**src/rtl/apb_uart_fifo_pkg.sv**
```systemverilog
// Shared definitions for the APB UART.
// Holds the register byte offsets, CTRL/STATUS/INTR bit positions,
// the minimum usable baud divisor and the TX/RX FSM state encodings.
package apb_uart_fifo_pkg;

    // Register byte offsets, as seen in paddr[4:0]
    localparam logic [4:0] OFF_CTRL       = 5'h00;
    localparam logic [4:0] OFF_BAUD       = 5'h04;
    localparam logic [4:0] OFF_TXDATA     = 5'h08;
    localparam logic [4:0] OFF_RXDATA     = 5'h0C;
    localparam logic [4:0] OFF_STATUS     = 5'h10;
    localparam logic [4:0] OFF_INTR_EN    = 5'h14;
    localparam logic [4:0] OFF_INTR_STATE = 5'h18;

    // CTRL bits
    localparam int CTRL_TX_EN    = 0;
    localparam int CTRL_RX_EN    = 1;
    localparam int CTRL_LOOPBACK = 2;

    // STATUS bits
    localparam int ST_TX_FULL  = 0;
    localparam int ST_TX_EMPTY = 1;
    localparam int ST_RX_FULL  = 2;
    localparam int ST_RX_EMPTY = 3;
    localparam int ST_TX_BUSY  = 4;
    localparam int ST_RX_BUSY  = 5;

    // INTR_STATE / INTR_EN bits
    localparam int INTR_TX_EMPTY  = 0;
    localparam int INTR_RX_VALID  = 1;
    localparam int INTR_OVERRUN   = 2;
    localparam int INTR_FRAME_ERR = 3;

    // Smaller divisors leave no room for a mid-bit sample point
    localparam int unsigned MIN_BAUD = 4;

    typedef enum logic [1:0] {
        TX_IDLE,
        TX_START,
        TX_DATA,
        TX_STOP
    } tx_state_e;

    typedef enum logic [1:0] {
        RX_IDLE,
        RX_START,
        RX_DATA,
        RX_STOP
    } rx_state_e;

endpackage

```
**src/rtl/uart_sync_fifo.sv**
```systemverilog
// Synchronous FIFO used for both the TX and RX byte queues.
// Ports:
//   clk, rst_n      clock, asynchronous active-low reset
//   push, wdata     write request and data
//   pop, rdata      read request; rdata shows the head (first-word fall-through)
//   full, empty     occupancy flags
//   count           number of stored entries
// A push and pop in the same cycle both take effect even when full or empty,
// leaving count unchanged. When empty, the pushed word is forwarded to rdata.
module uart_sync_fifo #(
    parameter int unsigned WIDTH = 8,
    parameter int unsigned DEPTH = 8
) (
    input  logic                     clk,
    input  logic                     rst_n,
    input  logic                     push,
    input  logic [WIDTH-1:0]         wdata,
    input  logic                     pop,
    output logic [WIDTH-1:0]         rdata,
    output logic                     full,
    output logic                     empty,
    output logic [$clog2(DEPTH):0]   count
);

    localparam int unsigned AW = $clog2(DEPTH);

    logic [WIDTH-1:0] mem [DEPTH];
    logic [AW-1:0]    wptr;
    logic [AW-1:0]    rptr;
    logic [AW:0]      cnt;
    logic             do_push;
    logic             do_pop;

    assign full  = (cnt == (AW+1)'(DEPTH));
    assign empty = (cnt == '0);
    assign count = cnt;

    // A full FIFO still accepts a push if the head leaves in the same cycle,
    // and an empty one still honours a pop if a word arrives with it.
    assign do_push = push & (~full | pop);
    assign do_pop  = pop & (~empty | push);

    assign rdata = empty ? wdata : mem[rptr];

    always_ff @(posedge clk or negedge rst_n) begin
        if (!rst_n) begin
            wptr <= '0;
            rptr <= '0;
            cnt  <= '0;
        end else begin
            if (do_push) wptr <= wptr + AW'(1);
            if (do_pop)  rptr <= rptr + AW'(1);
            case ({do_push, do_pop})
                2'b10:   cnt <= cnt + (AW+1)'(1);
                2'b01:   cnt <= cnt - (AW+1)'(1);
                default: cnt <= cnt;
            endcase
        end
    end

    always_ff @(posedge clk) begin
        if (do_push) mem[wptr] <= wdata;
    end

endmodule

```
**src/rtl/apb_uart_fifo.sv**
```systemverilog
// APB3 slave UART, 8N1, with TX and RX FIFOs.
// Ports:
//   pclk_i, prst_ni                     clock, asynchronous active-low reset
//   psel_i, penable_i, pwrite_i,
//   paddr_i, pwdata_i                   APB request
//   prdata_o, pready_o, pslverr_o       APB response (zero wait state)
//   rx_i                                asynchronous serial input
//   tx_o                                serial output, idle high
//   intr_o                              registered level interrupt
module apb_uart_fifo #(
    parameter int unsigned      FIFO_DEPTH = 8,
    parameter int unsigned      DIV_W      = 16,
    parameter logic [DIV_W-1:0] RST_DIV    = 16'd868
) (
    input  logic        pclk_i,
    input  logic        prst_ni,
    input  logic        psel_i,
    input  logic        penable_i,
    input  logic        pwrite_i,
    input  logic [11:0] paddr_i,
    input  logic [31:0] pwdata_i,
    output logic [31:0] prdata_o,
    output logic        pready_o,
    output logic        pslverr_o,
    input  logic        rx_i,
    output logic        tx_o,
    output logic        intr_o
);

    import apb_uart_fifo_pkg::*;

    localparam int unsigned CW = $clog2(FIFO_DEPTH) + 1;

    // ---------------- registers ----------------
    logic [2:0]       ctrl_q;
    logic [DIV_W-1:0] baud_q;
    logic [3:0]       intr_en_q;
    logic             overrun_q;
    logic             frame_err_q;
    logic             intr_q;

    // ---------------- APB decode ----------------
    logic       access;
    logic       addr_ok;
    logic [4:0] reg_off;
    logic       wr_ok;
    logic       rd_ok;
    logic       wr_ctrl, wr_baud, wr_intr_en, wr_intr_state;
    logic       tx_push, tx_drop;
    logic       rx_rd, rx_pop, rx_rd_err;
    logic       unused_bits;

    // ---------------- FIFOs ----------------
    logic [7:0]    tx_rdata, rx_rdata;
    logic          tx_full, tx_empty, rx_full, rx_empty;
    logic          tx_pop;
    logic [CW-1:0] tx_count_unused, rx_count_unused;

    // ---------------- baud ----------------
    logic [DIV_W-1:0] baud_eff;
    logic [DIV_W-1:0] bit_len_m1;
    logic [DIV_W-1:0] half_m1;

    // ---------------- TX FSM ----------------
    tx_state_e        tx_state_q, tx_state_d;
    logic [DIV_W-1:0] tx_cnt_q, tx_cnt_d;
    logic [7:0]       tx_shift_q, tx_shift_d;
    logic [2:0]       tx_idx_q, tx_idx_d;
    logic             tx_line_q, tx_line_d;
    logic             tx_cnt_end;

    // ---------------- RX FSM ----------------
    rx_state_e        rx_state_q, rx_state_d;
    logic [DIV_W-1:0] rx_cnt_q, rx_cnt_d;
    logic [7:0]       rx_shift_q, rx_shift_d;
    logic [2:0]       rx_idx_q, rx_idx_d;
    logic             rx_cnt_end;
    logic             rx_s1, rx_s2, rx_prev;
    logic             rx_in, rx_fall;
    logic             rx_push_req;
    logic             frame_err_set;
    logic             overrun_set;

    logic [5:0] status;
    logic [3:0] intr_state;

    // ================= APB =================
    assign access  = psel_i & penable_i;
    assign addr_ok = (paddr_i[11:5] == 7'd0) && (paddr_i[4:2] != 3'd7);
    assign reg_off = {paddr_i[4:2], 2'b00};
    assign wr_ok   = access & pwrite_i & addr_ok;
    assign rd_ok   = access & ~pwrite_i & addr_ok;

    assign wr_ctrl       = wr_ok & (reg_off == OFF_CTRL);
    assign wr_baud       = wr_ok & (reg_off == OFF_BAUD);
    assign wr_intr_en    = wr_ok & (reg_off == OFF_INTR_EN);
    assign wr_intr_state = wr_ok & (reg_off == OFF_INTR_STATE);

    // A full TX FIFO still takes the byte when the FSM pops in the same cycle
    assign tx_push   = wr_ok & (reg_off == OFF_TXDATA);
    assign tx_drop   = tx_push & tx_full & ~tx_pop;

    assign rx_rd     = rd_ok & (reg_off == OFF_RXDATA);
    assign rx_pop    = rx_rd & ~rx_empty;
    assign rx_rd_err = rx_rd & rx_empty;

    assign pready_o  = access;
    assign pslverr_o = access & (~addr_ok | tx_drop | rx_rd_err);

    // Address bits [1:0] and upper write-data bits carry no meaning
    assign unused_bits = ^{paddr_i[1:0], pwdata_i};

    assign status[ST_TX_FULL]  = tx_full;
    assign status[ST_TX_EMPTY] = tx_empty;
    assign status[ST_RX_FULL]  = rx_full;
    assign status[ST_RX_EMPTY] = rx_empty;
    assign status[ST_TX_BUSY]  = (tx_state_q != TX_IDLE);
    assign status[ST_RX_BUSY]  = (rx_state_q != RX_IDLE);

    assign intr_state[INTR_TX_EMPTY]  = tx_empty;
    assign intr_state[INTR_RX_VALID]  = ~rx_empty;
    assign intr_state[INTR_OVERRUN]   = overrun_q;
    assign intr_state[INTR_FRAME_ERR] = frame_err_q;

    always_comb begin
        prdata_o = '0;
        if (access && addr_ok) begin
            case (reg_off)
                OFF_CTRL:       prdata_o = {29'd0, ctrl_q};
                OFF_BAUD:       prdata_o = 32'(baud_q);
                OFF_RXDATA:     prdata_o = rx_empty ? 32'd0 : {24'd0, rx_rdata};
                OFF_STATUS:     prdata_o = {26'd0, status};
                OFF_INTR_EN:    prdata_o = {28'd0, intr_en_q};
                OFF_INTR_STATE: prdata_o = {28'd0, intr_state};
                default:        prdata_o = '0;
            endcase
        end
    end

    always_ff @(posedge pclk_i or negedge prst_ni) begin
        if (!prst_ni) begin
            ctrl_q      <= '0;
            baud_q      <= RST_DIV;
            intr_en_q   <= '0;
            overrun_q   <= 1'b0;
            frame_err_q <= 1'b0;
            intr_q      <= 1'b0;
        end else begin
            if (wr_ctrl)    ctrl_q    <= pwdata_i[2:0];
            if (wr_baud)    baud_q    <= pwdata_i[DIV_W-1:0];
            if (wr_intr_en) intr_en_q <= pwdata_i[3:0];
            // Hardware set takes priority over a W1C in the same cycle
            overrun_q   <= overrun_set |
                           (overrun_q & ~(wr_intr_state & pwdata_i[INTR_OVERRUN]));
            frame_err_q <= frame_err_set |
                           (frame_err_q & ~(wr_intr_state & pwdata_i[INTR_FRAME_ERR]));
            intr_q      <= |(intr_state & intr_en_q);
        end
    end

    assign intr_o = intr_q;

    // ================= FIFOs =================
    uart_sync_fifo #(.WIDTH(8), .DEPTH(FIFO_DEPTH)) u_tx_fifo (
        .clk   (pclk_i),
        .rst_n (prst_ni),
        .push  (tx_push),
        .wdata (pwdata_i[7:0]),
        .pop   (tx_pop),
        .rdata (tx_rdata),
        .full  (tx_full),
        .empty (tx_empty),
        .count (tx_count_unused)
    );

    uart_sync_fifo #(.WIDTH(8), .DEPTH(FIFO_DEPTH)) u_rx_fifo (
        .clk   (pclk_i),
        .rst_n (prst_ni),
        .push  (rx_push_req),
        .wdata (rx_shift_d),
        .pop   (rx_pop),
        .rdata (rx_rdata),
        .full  (rx_full),
        .empty (rx_empty),
        .count (rx_count_unused)
    );

    // ================= baud timing =================
    // Bit counters are reloaded at each bit boundary, so a divisor change
    // only affects the bit that starts after it.
    assign baud_eff   = (baud_q < DIV_W'(MIN_BAUD)) ? DIV_W'(MIN_BAUD) : baud_q;
    assign bit_len_m1 = baud_eff - DIV_W'(1);
    assign half_m1    = (baud_eff >> 1) - DIV_W'(1);

    // ================= TX =================
    assign tx_cnt_end = (tx_cnt_q == '0);

    always_comb begin
        tx_state_d = tx_state_q;
        tx_cnt_d   = tx_cnt_q;
        tx_shift_d = tx_shift_q;
        tx_idx_d   = tx_idx_q;
        tx_line_d  = tx_line_q;
        tx_pop     = 1'b0;
        case (tx_state_q)
            TX_IDLE: begin
                tx_line_d = 1'b1;
                if (ctrl_q[CTRL_TX_EN] && !tx_empty) begin
                    tx_pop     = 1'b1;
                    tx_shift_d = tx_rdata;
                    tx_cnt_d   = bit_len_m1;
                    tx_line_d  = 1'b0;
                    tx_state_d = TX_START;
                end
            end
            TX_START: begin
                if (tx_cnt_end) begin
                    tx_line_d  = tx_shift_q[0];
                    tx_shift_d = {1'b0, tx_shift_q[7:1]};
                    tx_idx_d   = 3'd0;
                    tx_cnt_d   = bit_len_m1;
                    tx_state_d = TX_DATA;
                end else begin
                    tx_cnt_d = tx_cnt_q - DIV_W'(1);
                end
            end
            TX_DATA: begin
                if (tx_cnt_end) begin
                    tx_cnt_d = bit_len_m1;
                    if (tx_idx_q == 3'd7) begin
                        tx_line_d  = 1'b1;
                        tx_state_d = TX_STOP;
                    end else begin
                        tx_line_d  = tx_shift_q[0];
                        tx_shift_d = {1'b0, tx_shift_q[7:1]};
                        tx_idx_d   = tx_idx_q + 3'd1;
                    end
                end else begin
                    tx_cnt_d = tx_cnt_q - DIV_W'(1);
                end
            end
            TX_STOP: begin
                // tx_en is only consulted in IDLE, so clearing it mid-frame
                // lets the current frame complete.
                if (tx_cnt_end) begin
                    tx_line_d  = 1'b1;
                    tx_state_d = TX_IDLE;
                end else begin
                    tx_cnt_d = tx_cnt_q - DIV_W'(1);
                end
            end
            default: begin
                tx_line_d  = 1'b1;
                tx_state_d = TX_IDLE;
            end
        endcase
    end

    // Line flop resets high asynchronously so a reset mid-frame idles tx_o at once
    always_ff @(posedge pclk_i or negedge prst_ni) begin
        if (!prst_ni) begin
            tx_state_q <= TX_IDLE;
            tx_cnt_q   <= '0;
            tx_shift_q <= '0;
            tx_idx_q   <= '0;
            tx_line_q  <= 1'b1;
        end else begin
            tx_state_q <= tx_state_d;
            tx_cnt_q   <= tx_cnt_d;
            tx_shift_q <= tx_shift_d;
            tx_idx_q   <= tx_idx_d;
            tx_line_q  <= tx_line_d;
        end
    end

    assign tx_o = tx_line_q;

    // ================= RX =================
    // Loopback takes the TX line directly; it is already in this clock domain.
    assign rx_in      = ctrl_q[CTRL_LOOPBACK] ? tx_line_q : rx_s2;
    assign rx_fall    = rx_prev & ~rx_in;
    assign rx_cnt_end = (rx_cnt_q == '0);

    always_comb begin
        rx_state_d    = rx_state_q;
        rx_cnt_d      = rx_cnt_q;
        rx_shift_d    = rx_shift_q;
        rx_idx_d      = rx_idx_q;
        rx_push_req   = 1'b0;
        frame_err_set = 1'b0;
        case (rx_state_q)
            RX_IDLE: begin
                // The edge cycle counts as the first clock of the start bit,
                // so half_m1 more clocks lands the sample mid-bit.
                if (ctrl_q[CTRL_RX_EN] && rx_fall) begin
                    rx_cnt_d   = half_m1;
                    rx_state_d = RX_START;
                end
            end
            RX_START: begin
                if (rx_cnt_end) begin
                    if (rx_in) begin
                        rx_state_d = RX_IDLE;
                    end else begin
                        rx_idx_d   = 3'd0;
                        rx_cnt_d   = bit_len_m1;
                        rx_state_d = RX_DATA;
                    end
                end else begin
                    rx_cnt_d = rx_cnt_q - DIV_W'(1);
                end
            end
            RX_DATA: begin
                if (rx_cnt_end) begin
                    rx_shift_d = {rx_in, rx_shift_q[7:1]};
                    rx_cnt_d   = bit_len_m1;
                    if (rx_idx_q == 3'd7) rx_state_d = RX_STOP;
                    else                  rx_idx_d   = rx_idx_q + 3'd1;
                end else begin
                    rx_cnt_d = rx_cnt_q - DIV_W'(1);
                end
            end
            RX_STOP: begin
                if (rx_cnt_end) begin
                    rx_state_d = RX_IDLE;
                    if (rx_in) rx_push_req   = 1'b1;
                    else       frame_err_set = 1'b1;
                end else begin
                    rx_cnt_d = rx_cnt_q - DIV_W'(1);
                end
            end
            default: rx_state_d = RX_IDLE;
        endcase
    end

    // FIFO drops the byte itself when full and not popped; flag that case
    assign overrun_set = rx_push_req & rx_full & ~rx_pop;

    always_ff @(posedge pclk_i or negedge prst_ni) begin
        if (!prst_ni) begin
            rx_s1      <= 1'b1;
            rx_s2      <= 1'b1;
            rx_prev    <= 1'b1;
            rx_state_q <= RX_IDLE;
            rx_cnt_q   <= '0;
            rx_shift_q <= '0;
            rx_idx_q   <= '0;
        end else begin
            rx_s1      <= rx_i;
            rx_s2      <= rx_s1;
            rx_prev    <= rx_in;
            rx_state_q <= rx_state_d;
            rx_cnt_q   <= rx_cnt_d;
            rx_shift_q <= rx_shift_d;
            rx_idx_q   <= rx_idx_d;
        end
    end

endmodule
```
**config.mk**
```make
export PLATFORM = sky130hd
export DESIGN_NAME = apb_uart_fifo
export DESIGN_NICKNAME = d
export VERILOG_FILES = /design/src/rtl/apb_uart_fifo_pkg.sv /design/src/rtl/uart_sync_fifo.sv /design/src/rtl/apb_uart_fifo.sv
export SDC_FILE = /design/constraint.sdc
export NUM_CORES = 1
export LEC_CHECK = 0
export ABC_AREA = 1
export CAP_MARGIN = 20
export CELL_PAD_IN_SITES_DETAIL_PLACEMENT = 2
export CELL_PAD_IN_SITES_GLOBAL_PLACEMENT = 2
export CORE_MARGIN = 5
export CORE_UTILIZATION = 35
export DETAILED_ROUTE_END_ITERATION = 6
export GPL_TIMING_DRIVEN = 0
export PLACE_DENSITY_LB_ADDON = 0.1
export SLEW_MARGIN = 5
export SYNTH_ARGS = -nofsm -noshare
export SYNTH_HDL_FRONTEND = slang
export SYNTH_HIERARCHICAL = 1
export SYNTH_SLANG_ARGS = --single-unit
```
**constraint.sdc**
```tcl
create_clock -name pclk_i -period 3.2 [get_ports pclk_i]
set_input_delay 0.64 -clock pclk_i [delete_from_list [all_inputs] [get_ports pclk_i]]
set_output_delay 0.64 -clock pclk_i [all_outputs]
set_load 0.05 [all_outputs]
```
==> run summary <==
==========================================================================================
Result of the run                                                             finished, violations left
Violations in the final reports                                               setup timing
Cell accounting for the most synthesized area                                     edfxtp_1
Wire length of the first global-routing pass                                       69.2 mm
Routed length per instance                                                         21.2 um
CTS HTree Levels                                                                         1
Post-Route WL                                                                      44.1 mm
Placed wire-length estimate after detailed placement                               31.3 mm
Most common cell in the synthesized netlist                                        nand2_1
First-pass iteration count of the detailed router                                        5
YS warnings                                                                              6
Overflow left after global routing                                                       0
Largest family of logic cells by synthesized area                             simple AND/OR/NAND/NOR gates
Number of unique standard cell types used by synthesis                                  53
Crit start category                                                               register
Proportion of layout cells with a drive suffix above 1                               18.8%
Total Routing Usage GR                                                               21.4%
Vias in the first global route                                                      11,800
Chip width                                                                          201 um
Final setup violation count                                                             20
Final Max Slew Viols                                                                     0
Ranking of synthesized cells by area                                          edfxtp_1, dfrtp_1, nand2_1
Sequential-to-total area share from yosys stat                                       51.6%
Arrival time reported for the critical path endpoint                               3000 ps
Clock Root Buffer                                                                clkbuf_16
Post-Synth Simple-Gate Area                                                          25.0%
Final hold violation count                                                               0
Vias per cell                                                                         5.18
Minimum period implied by the final worst setup slack                              3640 ps
Power per standard cell area                                                    660 mW/mm2
Compound-Gate Fraction of Synth Area                                                 10.1%
Relative slew margins                                                                25.3%
Diodes inserted                                                                          0
Worst vdd ir                                                                        383 uV
Kind of critical path                                                              reg2out
Number of standard cells after synthesis                                             1,457
Initial cell density of the core                                                     35.5%
Number of antenna violations at the first check in global routing                        0
Count of flip-flops with a built-in enable after synthesis                             128
Number of max-cap violations                                                             0
Most instantiated cells after synthesis                                       nand2_1, nor2_1, edfxtp_1, inv_1, nand3_1
Die footprint                                                                   0.0402 mm2
Row count                                                                               69
Via Count                                                                           10,800
Routability congestion estimate from global placement                                0.830
Num ports                                                                               86
Worst path required time                                                           2560 ps
Post-synthesis cell area                                                        0.0127 mm2
Worst min-delay path class                                                        in2async
Clk pin slew, worst setup/hold paths                                                 60 ps
Detailed Route Iter0 Violations                                                        466
Synth Area per Inst                                                               8.72 um2
Portion of synthesized cell area occupied by the leading cell type                   30.3%
Core region area                                                                0.0357 mm2
Kind of end point of the critical path                                         output port
Cts hold-fix bufs                                                                        0
Synthesis-stage register bit count                                                     236
TritonCTS Buffers                                                                       28
CP Max Fanout                                                                            4
Share of synthesized cell area in full adder, half adder and majority cells          2.66%
Worst-skew pair later-pin latency                                                   560 ps
PnR worst setup slack                                                              -442 ps
Leak pwr                                                                           6.30 nW
Net total in the final layout                                                        1,671
Die height                                                                          201 um
Count of fill cells added during filler insertion                                    3,919
Share of synthesized registers carrying an async set or reset                        45.8%
Antenna-violating nets left                                                              0
Least-Margin Pin Slew                                                              1110 ps
PortBufs                                                                                51
Final core utilization                                                               43.6%
Final total negative setup slack                                                  -4710 ps
Synthesized-area fraction occupied by xor and xnor cells                             3.10%
Fraction of synthesized area in multiplexers                                       0.0886%
Maximum number of buffers from clock root to sink                                        3
Most frequently used flop master after synthesis                                  edfxtp_1
Remaining routing DRC violations                                                         0
Tcrit/Tclk final                                                                      114%
Pin count of the biggest net entering global routing                                    70
Clock sink total                                                                       236
Min Hold Slack                                                                     23.7 ps
Worst slack at placement                                                          -1790 ps
Clk_skew                                                                           17.9 ps
Setup repair after global routing missed its margin                                    yes
Upper clock frequency limit                                                        275 MHz
Synth-to-Final Area Change                                                           22.8%
TritonCTS clock tree                                                                 built
==========================================================================================
timing repair:
| item | 4_1_cts | 5_1_grt |
|---|---|---|
| pin swaps | 23 | 21 |
| cloned | 1 | 0 |
| endpoints found under the setup margin | 167 | 125 |
| endpoints found under the hold margin | 0 | 0 |
| setup buffers | 30 | 8 |
| resized for setup | 166 | 25 |
state kept, by name (all words and copies together) (netlist names), 4 cells and up, named ones only:
name / count
u_tx_fifo/mem: 64
u_tx_fifo/count: 4
intr_en_q: 4
rx_shift_q: 8
rx_cnt_q: 16
u_rx_fifo/mem: 64
tx_shift_q: 8
baud_q: 16
u_rx_fifo/count: 4
tx_cnt_q: 16
worst paths after layout:
| check | slack, ps | start | cells past startpoint | endpoint |
|---|---|---|---|---|
| worst max-delay path | -440 | rx_cnt_q[0] | 16 | prdata_o[5] |
| worst min-delay path | 20 | prst_ni | 1 | tx_idx_q[2] |
| worst max register to register | -80 | u_rx_fifo/count[2] | 16 | u_rx_fifo/count[2] |
| worst min register to register | 360 | rx_s1 | 0 | rx_s2 |
| max in group asynchronous | 2420 | prst_ni | 2 | rx_prev |
| min in group pclk_i | 360 | rx_s1 | 0 | rx_s2 |
area by class of cell:
cell class	count	area [um2]	area share, %
well taps	461	577	3.70
repair buffers	92	895	5.74
plain buffers	56	412	2.64
flip-flops and latches	236	6560	42.0
multi-input cells	1032	5660	36.3
inverters	148	564	3.62
clock inverters	9	100	0.642
clock buffers	43	828	5.31
critical path, cell delays in order (launching register included):
cell	delay [ps]
dfrtp_1	400
clkinv_2	80
ha_4	140
nand4_4	90
nor2_4	120
nand2_2	90
nor2_4	130
nand2_4	90
clkbuf_16	160
buf_6	120
buf_6	110
a21oi_4	190
nand2_1	70
nand2_1	90
nand2_2	80
a31oi_4	270
buf_6	200
where the power goes:
group	leakage, nW	total (mW)	switching, mW	internal (mW)
clock network	0.454	3.24	1.30	1.93
logic	3.54	3.26	2.15	1.11
registers	2.31	3.80	0.269	3.53
metal layers:
metal | track usage [%] | vias to the layer above | routed length, um
met5 | 0 | - | 0
met2 | 37.5 | 141 | 22000
met4 | 4.72 | 0 | 906
met3 | 2.00 | 53 | 967
li1 | - | 5074 | -
met1 | 28.9 | 5483 | 20200
layout by cell type (no fill, tap or decap), types with 4 or more instances in the layout:
master	Yosys	layout
nand2_4	6	7
nor2_4	10	22
nand3_2	3	4
clkdlybuf4s15_2	0	8
o21ai_0	96	96
clkinv_2	1	9
inv_1	128	126
nor2_1	248	223
a31oi_1	21	19
a21oi_4	0	8
buf_6	8	17
nand3_1	104	103
nor2_2	13	26
nand2_2	12	21
buf_2	11	10
nand2_1	268	258
nand4_1	8	8
inv_2	13	15
clkbuf_16	0	30
o21ai_1	35	34
xnor2_1	9	9
xor2_1	36	36
buf_4	27	65
a21oi_1	54	45
o21ai_4	3	4
ha_1	27	25
dfrtp_1	99	98
clkbuf_1	8	16
edfxtp_1	128	128
dfstp_2	9	9
nor3_1	20	19
conb_1	1	16
clkbuf_8	0	5
clkdlybuf4s50_1	0	31
per-stage QoR:
step / power [mW] / cells / instance area [um2]
final: 10.3 / 2077 / 15600
after global routing: 10.9 / 2077 / 15600
after CTS: 10.4 / 2069 / 15400
after detailed placement: 6.99 / 1986 / 13900
after global placement: 6.86 / 1984 / 13900
after floorplan: 6.00 / 1472 / 12800
logic make-up after synthesis:
group	after synthesis
buffers and inverters	204
XOR/XNOR	45
AO/OA/AOI/OAI	231
adder cells (fa/ha/maj)	27
other	1
flip-flops	236
multiplexers	1
AND/OR/NAND/NOR	712
Power figures use the tool's default switching activity.
